$ cat src/rtl/core_share_pkg.sv
// Shared types and sizing for the core share scheduler.
// Owner index width comes from ownw() so ports stay consistent.
package core_share_pkg;

  typedef enum logic [2:0] {
    IDLE,
    START,
    RUN,
    DONE,
    ABORT
  } state_t;

  localparam int DEF_NREQ = 4;
  localparam int DEF_CFGW = 32;
  localparam int DEF_CNTW = 16;

  function automatic int ownw(input int n);
    return (n < 2) ? 1 : $clog2(n);
  endfunction

endpackage

$ cat src/rtl/rr_arbiter.sv
// Round-robin pick: first set request strictly after ptr, with wrap.
// Purely combinational; the pointer register lives in the caller.
module rr_arbiter
  import core_share_pkg::*;
#(
  parameter int NREQ = DEF_NREQ
) (
  input  logic [NREQ-1:0]       req,
  input  logic [ownw(NREQ)-1:0] ptr,
  output logic [NREQ-1:0]       gnt,
  output logic [ownw(NREQ)-1:0] idx,
  output logic                  any
);

  localparam int OW = ownw(NREQ);

  always_comb begin : pick
    logic [OW-1:0] j;
    gnt = '0;
    idx = '0;
    any = 1'b0;
    j   = '0;
    for (int i = 1; i <= NREQ; i++) begin
      j = OW'((int'(ptr) + i) % NREQ);
      if (!any && req[j]) begin
        any    = 1'b1;
        gnt[j] = 1'b1;
        idx    = j;
      end
    end
  end

endmodule

$ cat src/rtl/core_share_sched.sv
// Time-shares one compute core among NREQ requesters:
// round-robin grant, start pulse, done or watchdog abort.
module core_share_sched
  import core_share_pkg::*;
#(
  parameter int NREQ = DEF_NREQ,
  parameter int CFGW = DEF_CFGW,
  parameter int CNTW = DEF_CNTW
) (
  input  logic                  clk,
  input  logic                  xrst,
  input  logic [NREQ-1:0]       req,
  input  logic [NREQ*CFGW-1:0]  req_cfg,
  output logic [NREQ-1:0]       ack,
  output logic [NREQ-1:0]       err,
  output logic                  core_start,
  output logic                  core_abort,
  output logic [CFGW-1:0]       core_cfg,
  input  logic                  core_done,
  input  logic [CNTW-1:0]       timeout_lim,
  output logic                  busy,
  output logic [ownw(NREQ)-1:0] owner,
  output logic [CNTW-1:0]       cycles
);

  localparam int OW = ownw(NREQ);

  state_t          state_q, state_d;
  logic [OW-1:0]   ptr_q, ptr_d;
  logic [OW-1:0]   owner_d, gidx;
  logic [NREQ-1:0] gnt, ack_d, err_d;
  logic            gany, start_d, abort_d, busy_d;
  logic [CFGW-1:0] cfg_sel, cfg_d;
  logic [CNTW-1:0] cnt_q, cnt_d, cnt_inc, cycles_d;

  rr_arbiter #(
    .NREQ(NREQ)
  ) u_arb (
    .req(req),
    .ptr(ptr_q),
    .gnt(gnt),
    .idx(gidx),
    .any(gany)
  );

  always_comb begin
    cfg_sel = '0;
    for (int i = 0; i < NREQ; i++)
      cfg_sel |= req_cfg[i*CFGW +: CFGW] & {CFGW{gnt[i]}};
  end

  // run counter saturates instead of wrapping
  assign cnt_inc = (&cnt_q) ? cnt_q : cnt_q + 1'b1;

  always_comb begin
    state_d  = state_q;
    ptr_d    = ptr_q;
    owner_d  = owner;
    cfg_d    = core_cfg;
    cnt_d    = cnt_q;
    cycles_d = cycles;
    ack_d    = '0;
    err_d    = '0;
    start_d  = 1'b0;
    abort_d  = 1'b0;
    unique case (state_q)
      IDLE: begin
        if (gany) begin
          state_d = START;
          ptr_d   = gidx;
          owner_d = gidx;
          cfg_d   = cfg_sel;
          start_d = 1'b1;
        end
      end
      START: begin
        cnt_d   = '0;
        state_d = RUN;
      end
      RUN: begin
        cnt_d = cnt_inc;
        if (core_done) begin
          state_d       = DONE;
          cycles_d      = cnt_inc;
          ack_d[owner]  = 1'b1;
        end else if (timeout_lim != '0 &&
                     cnt_inc == timeout_lim) begin
          state_d       = ABORT;
          cycles_d      = cnt_inc;
          err_d[owner]  = 1'b1;
          abort_d       = 1'b1;
        end
      end
      DONE:    state_d = IDLE;
      ABORT:   state_d = IDLE;
      default: state_d = IDLE;
    endcase
    busy_d = (state_d != IDLE);
  end

  always_ff @(posedge clk or negedge xrst) begin
    if (!xrst) begin
      state_q    <= IDLE;
      ptr_q      <= OW'(NREQ - 1);
      owner      <= '0;
      core_cfg   <= '0;
      cnt_q      <= '0;
      cycles     <= '0;
      ack        <= '0;
      err        <= '0;
      core_start <= 1'b0;
      core_abort <= 1'b0;
      busy       <= 1'b0;
    end else begin
      state_q    <= state_d;
      ptr_q      <= ptr_d;
      owner      <= owner_d;
      core_cfg   <= cfg_d;
      cnt_q      <= cnt_d;
      cycles     <= cycles_d;
      ack        <= ack_d;
      err        <= err_d;
      core_start <= start_d;
      core_abort <= abort_d;
      busy       <= busy_d;
    end
  end

endmodule

$ cat config.mk
export PLATFORM = sky130hd
export DESIGN_NAME = core_share_sched
export DESIGN_NICKNAME = d
export VERILOG_FILES = /design/src/rtl/core_share_pkg.sv /design/src/rtl/rr_arbiter.sv /design/src/rtl/core_share_sched.sv
export SDC_FILE = /design/constraint.sdc
export NUM_CORES = 1
export LEC_CHECK = 0
export CORE_ASPECT_RATIO = 1.2
export CORE_MARGIN = 5
export CORE_UTILIZATION = 44
export CTS_CLUSTER_DIAMETER = 40
export CTS_CLUSTER_SIZE = 12
export DETAILED_ROUTE_END_ITERATION = 16
export GPL_ROUTABILITY_DRIVEN = 0
export PLACE_DENSITY = 0.82
export SLEW_MARGIN = 20
export SYNTH_ARGS = -nofsm -noshare
export SYNTH_HDL_FRONTEND = slang
export SYNTH_SLANG_ARGS = --single-unit
$ cat constraint.sdc
create_clock -name clk -period 4 [get_ports clk]
set_input_delay 0.8 -clock clk [delete_from_list [all_inputs] [get_ports clk]]
set_output_delay 0.8 -clock clk [all_outputs]
set_load 0.005 [all_outputs]
-- Word level (Yosys, flattened, before mapping)
Cells that the tools add are included.
- register bits after elaboration: 82
- logic and storage cells: 107
- $add $sub $neg: 5
- magnitude comparators: 10
- equal/unequal tests: 3
- multiplexer cells: 48
- bitwise logic cells: 10
- reductions and logical operators: 20
- operators by type and width (kind ; number):
    bitwise AND 32 bit ; 4
    OR 32 bit ; 3
    two-way mux 16 bit ; 3
    two-way mux 4 bit ; 9
    case mux 16 bit (2 select lines) ; 1
    two-way mux 1 bit ; 18
    adder 16 x 1 -> 16 bit, second input constant ; 1
    equality test 16 bit ; 1
    AND reduction 16 bit ; 1
    nonzero test 16 bit ; 1
    < comparator 2 x 3 -> 1 bit, second input constant ; 5
    OR 4 bit ; 3
    demux 1 bit (select 2 bit) ; 5
    >= comparator 2 x 1 -> 1 bit, second input constant ; 5
    logical AND 1 bit ; 9
    two-way mux 3 bit ; 3
    case mux 3 bit (3 select lines) ; 1
    binary-select mux 1 bit (select 2 bit) ; 4
    two-way mux 2 bit ; 4
    adder 2 x 1 -> 2 bit, second input constant ; 2
    adder 2 bit, second input constant ; 2
    AND reduction 2 bit ; 2
    nonzero test 2 bit ; 2
    equality test 3 x 1 -> 1 bit, second input constant ; 1
    4 further kinds ; 6

-- Longest topological paths before layout
- word-level depth: 17
- depth in mapped cells: 12
- gate-level depth less buffers: 10

-- Hierarchy
A second synthesis with hierarchy kept.
- cell total of the unflattened synthesis: 583
- area total of the unflattened synthesis: 5292.6 um^2
- modules (own cells, without submodules) (module ; times used ; cells an instance ; area an instance (um^2) ; sequential area each (um^2)):
    core_share_sched ; 1 ; 497 ; 4663.2 ; 2054.5
    rr_arbiter ; 1 ; 86 ; 629.4 ; 0.0

-- Least setup slack after synthesis
Ideal clock, no wire load.
- path type: reg2reg
- from: register ptr_q[0]
- to: register core_cfg[11]
- setup time: 0.136 ns
- data arrival time: 3.362 ns
- required time: 3.864 ns
- setup slack: 0.502 ns
- cell stages (with the launch flop): 13
- buffers on the path: 2
- period minus slack after synthesis: 3.498 ns
- path through: dfstp_2 -> clkbuf_1 -> inv_1 -> ha_1 -> mux4_2 -> nor2b_1 -> a22oi_1 -> nor2_1 -> a221o_1 -> clkbuf_1 -> a22o_1 -> a221oi_1 -> o21ai_0
- longest elaborated chain between the ends: 17
- elaborated cells between the ends (all ways): 57
- ends and longest elaborated chain (element ; RTL line ; source):
    from (decl) ; core_share_sched.sv:29 ; logic [OW-1:0] ptr_q, ptr_d;
    from (signal assigned) ; core_share_sched.sv:104 ; ptr_q <= OW'(NREQ - 1);
    from (signal assigned) ; core_share_sched.sv:116 ; ptr_q <= ptr_d;
    parallel branches: the longest is 17 deep, another holds < comparator 2 x 3 -> 1 bit ; - ;
    to (signal assigned) ; core_share_sched.sv:118 ; core_cfg <= cfg_d;
    to (decl) ; core_share_sched.sv:18 ; output logic [CFGW-1:0] core_cfg,
Several ways; the timed one is not identified. The select of a mux whose other input is x is not followed.
A chain may end at the register's enable or synchronous reset.

-- Final worst setup path
- from: register cnt_q[0]
- to: register cycles[5]
- longest elaborated chain between the ends: 6
- elaborated cells between the ends (all ways): 9
- ends and longest elaborated chain (element ; RTL line ; source):
    from (decl) ; core_share_sched.sv:34 ; logic [CNTW-1:0] cnt_q, cnt_d, cnt_inc, cycles_d;
    from (signal assigned) ; core_share_sched.sv:119 ; cnt_q <= cnt_d;
    adder 16 x 1 -> 16 bit / AND reduction 16 bit (equally long branches) ; core_share_sched.sv:53 ; assign cnt_inc = (&cnt_q) ? cnt_q : cnt_q + 1'b1;
    two-way mux 16 bit * ; core_share_sched.sv:53 ;
    equality test 16 bit ; core_share_sched.sv:87 ; cnt_inc == timeout_lim) begin
    logical AND 1 bit ; core_share_sched.sv:86 ; end else if (timeout_lim != '0 &&
    nonzero test 2 bit (no source line) ; - ;
    AND reduction 2 bit (no source line) ; - ;
    to (signal assigned) ; core_share_sched.sv:120 ; cycles <= cycles_d;
    to (decl) ; core_share_sched.sv:23 ; output logic [CNTW-1:0] cycles
Every way passes the cells marked *; elsewhere a longest branch is shown, timed or not. The select of a mux whose other input is x is not followed.

==> impl_results.md <==
* Standard cell core area at 11600 um^2
* Worst-path clk slew at 60 ps
* Cell chosen for the clock root: clkbuf_16
* Register bit count reported by yosys at 82
* Latest clock arrival within the worst-skew pair at 340 ps
* Fraction of registers with async set or reset after synthesis at 100%
* Unique masters post-synth at 65
* Leading cell type in the layout, fill and taps excluded: clkdlybuf4s50_1
* I/O Buffers at 211
* Run status: finished, final reports clean
* Most instantiated flip-flop cell in the synthesis netlist: dfrtp_1
* Total power density per cell area at 617 nW/um^2
* Number of routed nets with antenna violations at 0
* Unrepaired setup endpoints after global routing: no
* Maximum count of clock buffers along a single path at 2
* CP max stage delay at 840 ps
* Fin worst setup slack at 254 ps
* Final clock period utilization by the worst path at 93.7%
* Iteration count of the initial detailed-routing pass at 5
* Antenna violations before repair at 1
* Via count of the first global-routing pass at 5430
* Commonest non-fill, non-tap cells in the layout: 210 x clkdlybuf4s50_1, 80 x dfrtp_1, 69 x nand2_1, 47 x o21ai_0, 34 x a22o_1
* Clock tree from TritonCTS: done
* Post-synthesis instance area at 5200 um^2
* EDFF count, synth at 0
* Syn_nets at 706
* Number of endpoints with negative hold slack in the final report at 0
* CTS resizes at 0
* Via density per instance at 6.05
* Die footprint at 14100 um^2
* Ports placed on the boundary at 212
* Type of the worst setup path: flop to flop
* Post-synthesis sequential area ratio at 39.5%
* Relative slew slack at 27.6%
* Number of sinks driven by the clock tree at 82
* Gr usage total at 26.5%
* Final setup fails at 0
* Required time of the worst setup path at 4220 ps
* Postcts setup bufs at 0
* Pleak at 0.00318 uW
* Largest net degree at the start of global routing at 83
* Total overflow reported by the global router at 0
* Max IR drop VDD at 489 uV
* Family with the most delay on the worst path: simple AND/OR/NAND/NOR gates
* TritonCTS buffer count at 9
* Standard-cell rows at 43
* Hold bufs inserted after CTS at 0
* Class of the tightest hold or removal check: flop to flop
* Nets at 897
* First-pass GRT wire length at 28800 um
* Iter 0 DRT Violations at 320
* Arr. time, crit path at 3970 ps
* Critical path startpoint category: flop
* Peak fanout along the critical path at 16
* Crit end category: flop
* Setup Slack @ Placement at 323 ps
* DR vias at 5441
* Upper clock frequency limit at 267 MHz
* Sum of buffers and inverters on the critical path at 0
* Signed area change from the synthesized netlist to the final layout at 48.6%
* Max-cap violation count at 0
* Total wire length at 18800 um
* Hpwl dp at 14500 um
* Initial Util at 44.9%
* R2r setup slk at 250 ps
* DRC at 0
* Final Power at 4770 uW
* Slowest cell on crit path: o21ai_2
* Die X at 109 um
* Total Negative Setup Slacks at 0 ps
* List of cells traversed by the critical path: ha_1, nand3_1, nor4_1, xnor2_1, a22oi_1, nand4_2, nor4b_4, o21ai_2, mux2_2
* Transition time of the tightest slew-check pin at 1090 ps
* Per-cell routed wire length at 20.9 um
* Warning count from the yosys run at 0
* Number of H-tree levels at 3
* Post-route minimum period at 3750 ps
* Fraction of layout cells with a size suffix above 1 at 8.63%
* Die height at 129 um
* Worst clock skew on the final layout at 5.20 ps
* Number of cells produced by synthesis at 546
* Avg Inst Size Synth at 9.52 um^2
* Slew Limit Fails at 0
## worst register-to-register path, stage by stage, from the launching register on
cell and delay [ps]:
dfrtp_1 500, ha_1 390, nand3_1 390, nor4_1 560
xnor2_1 190, a22oi_1 110, nand4_2 170, nor4b_4 60
o21ai_2 840, mux2_2 430
## cell usage after synthesis, drive strengths merged, types with 13 or more instances
| cell | instances | area [um^2] |
|---|---|---|
| dfrtp | 80 | 2000 |
| nand2 | 69 | 259 |
| o21ai | 48 | 244 |
| a22o | 34 | 298 |
| a221oi | 32 | 280 |
| clkbuf | 26 | 101 |
| a21oi | 22 | 110 |
| nor2 | 19 | 71.3 |
| buf | 18 | 100 |
| mux2 | 17 | 225 |
| inv | 16 | 60.1 |
| nand3 | 13 | 70.1 |
| nor4 | 13 | 103 |
| xnor2 | 13 | 114 |
## state kept, by name, summed over array words and instances, names as in the netlist
signal and count:
cnt_q 16, cycles 16, core_abort 1, core_start 1, state_q 3, err 4
ack 4, ptr_q 2, owner 2, busy 1, core_cfg 32
## final timing paths
| path | end | start | depth (start not counted) |
|---|---|---|---|
| max | cycles[5] | cnt_q[0] | 9 |
| min | core_cfg[26] | core_cfg[26] | 2 |
| max reg2reg | cycles[5] | cnt_q[0] | 9 |
| min reg2reg | core_cfg[26] | core_cfg[26] | 2 |
| max in group asynchronous | cnt_q[12] | xrst | 1 |
| min in group asynchronous | cycles[10] | xrst | 1 |
## area by class of cell
cell class,count,area (um^2)
clock inverter,6,66.3
antenna,1,2.50
sequential,82,2050
timing repair buffer,224,2220
tap,157,196
clock buffer,10,229
inverter,16,60.1
multi-input combinational,404,2890
fill,948,3850
## per-stage QoR
step | area [um^2] | instances | utilization [%] | hold slack [ps]
floorplan | 5200 | 546 | - | 473
global placement | 7420 | 883 | 64.1 | 461
detailed placement | 7420 | 883 | 64.1 | 470
CTS | 7710 | 899 | 66.7 | 484
global route | 7720 | 899 | 66.7 | 506
finish | 7720 | 900 | 66.7 | 481
## layer usage
metal | track usage, % | vias to the layer above | share of wire, %
met2 | 46.9 | 339 | 51
met5 | 0 | - | 0.048
met3 | 8.82 | 49 | 10
li1 | - | 2459 | -
met1 | 29.3 | 2592 | 35
met4 | 10.1 | 2 | 3.3
## power breakdown
group / total [uW] / internal [uW] / switching (uW)
registers: 1260 / 1070 / 189
clock network: 829 / 485 / 344
logic: 2680 / 1280 / 1410
## cells by family after synthesis
kind of cell    count (synthesis)  synth area share [%]
compound gates                183                  25.5
simple gates                  165                  16.9
flops                          82                  39.5
buf+inv                        60                  5.03
mux                            26                  7.03
xor+xnor                       21                  3.80
fa+ha+maj                       9                  2.17
No activity file was read; power rests on OpenSTA's default activity.
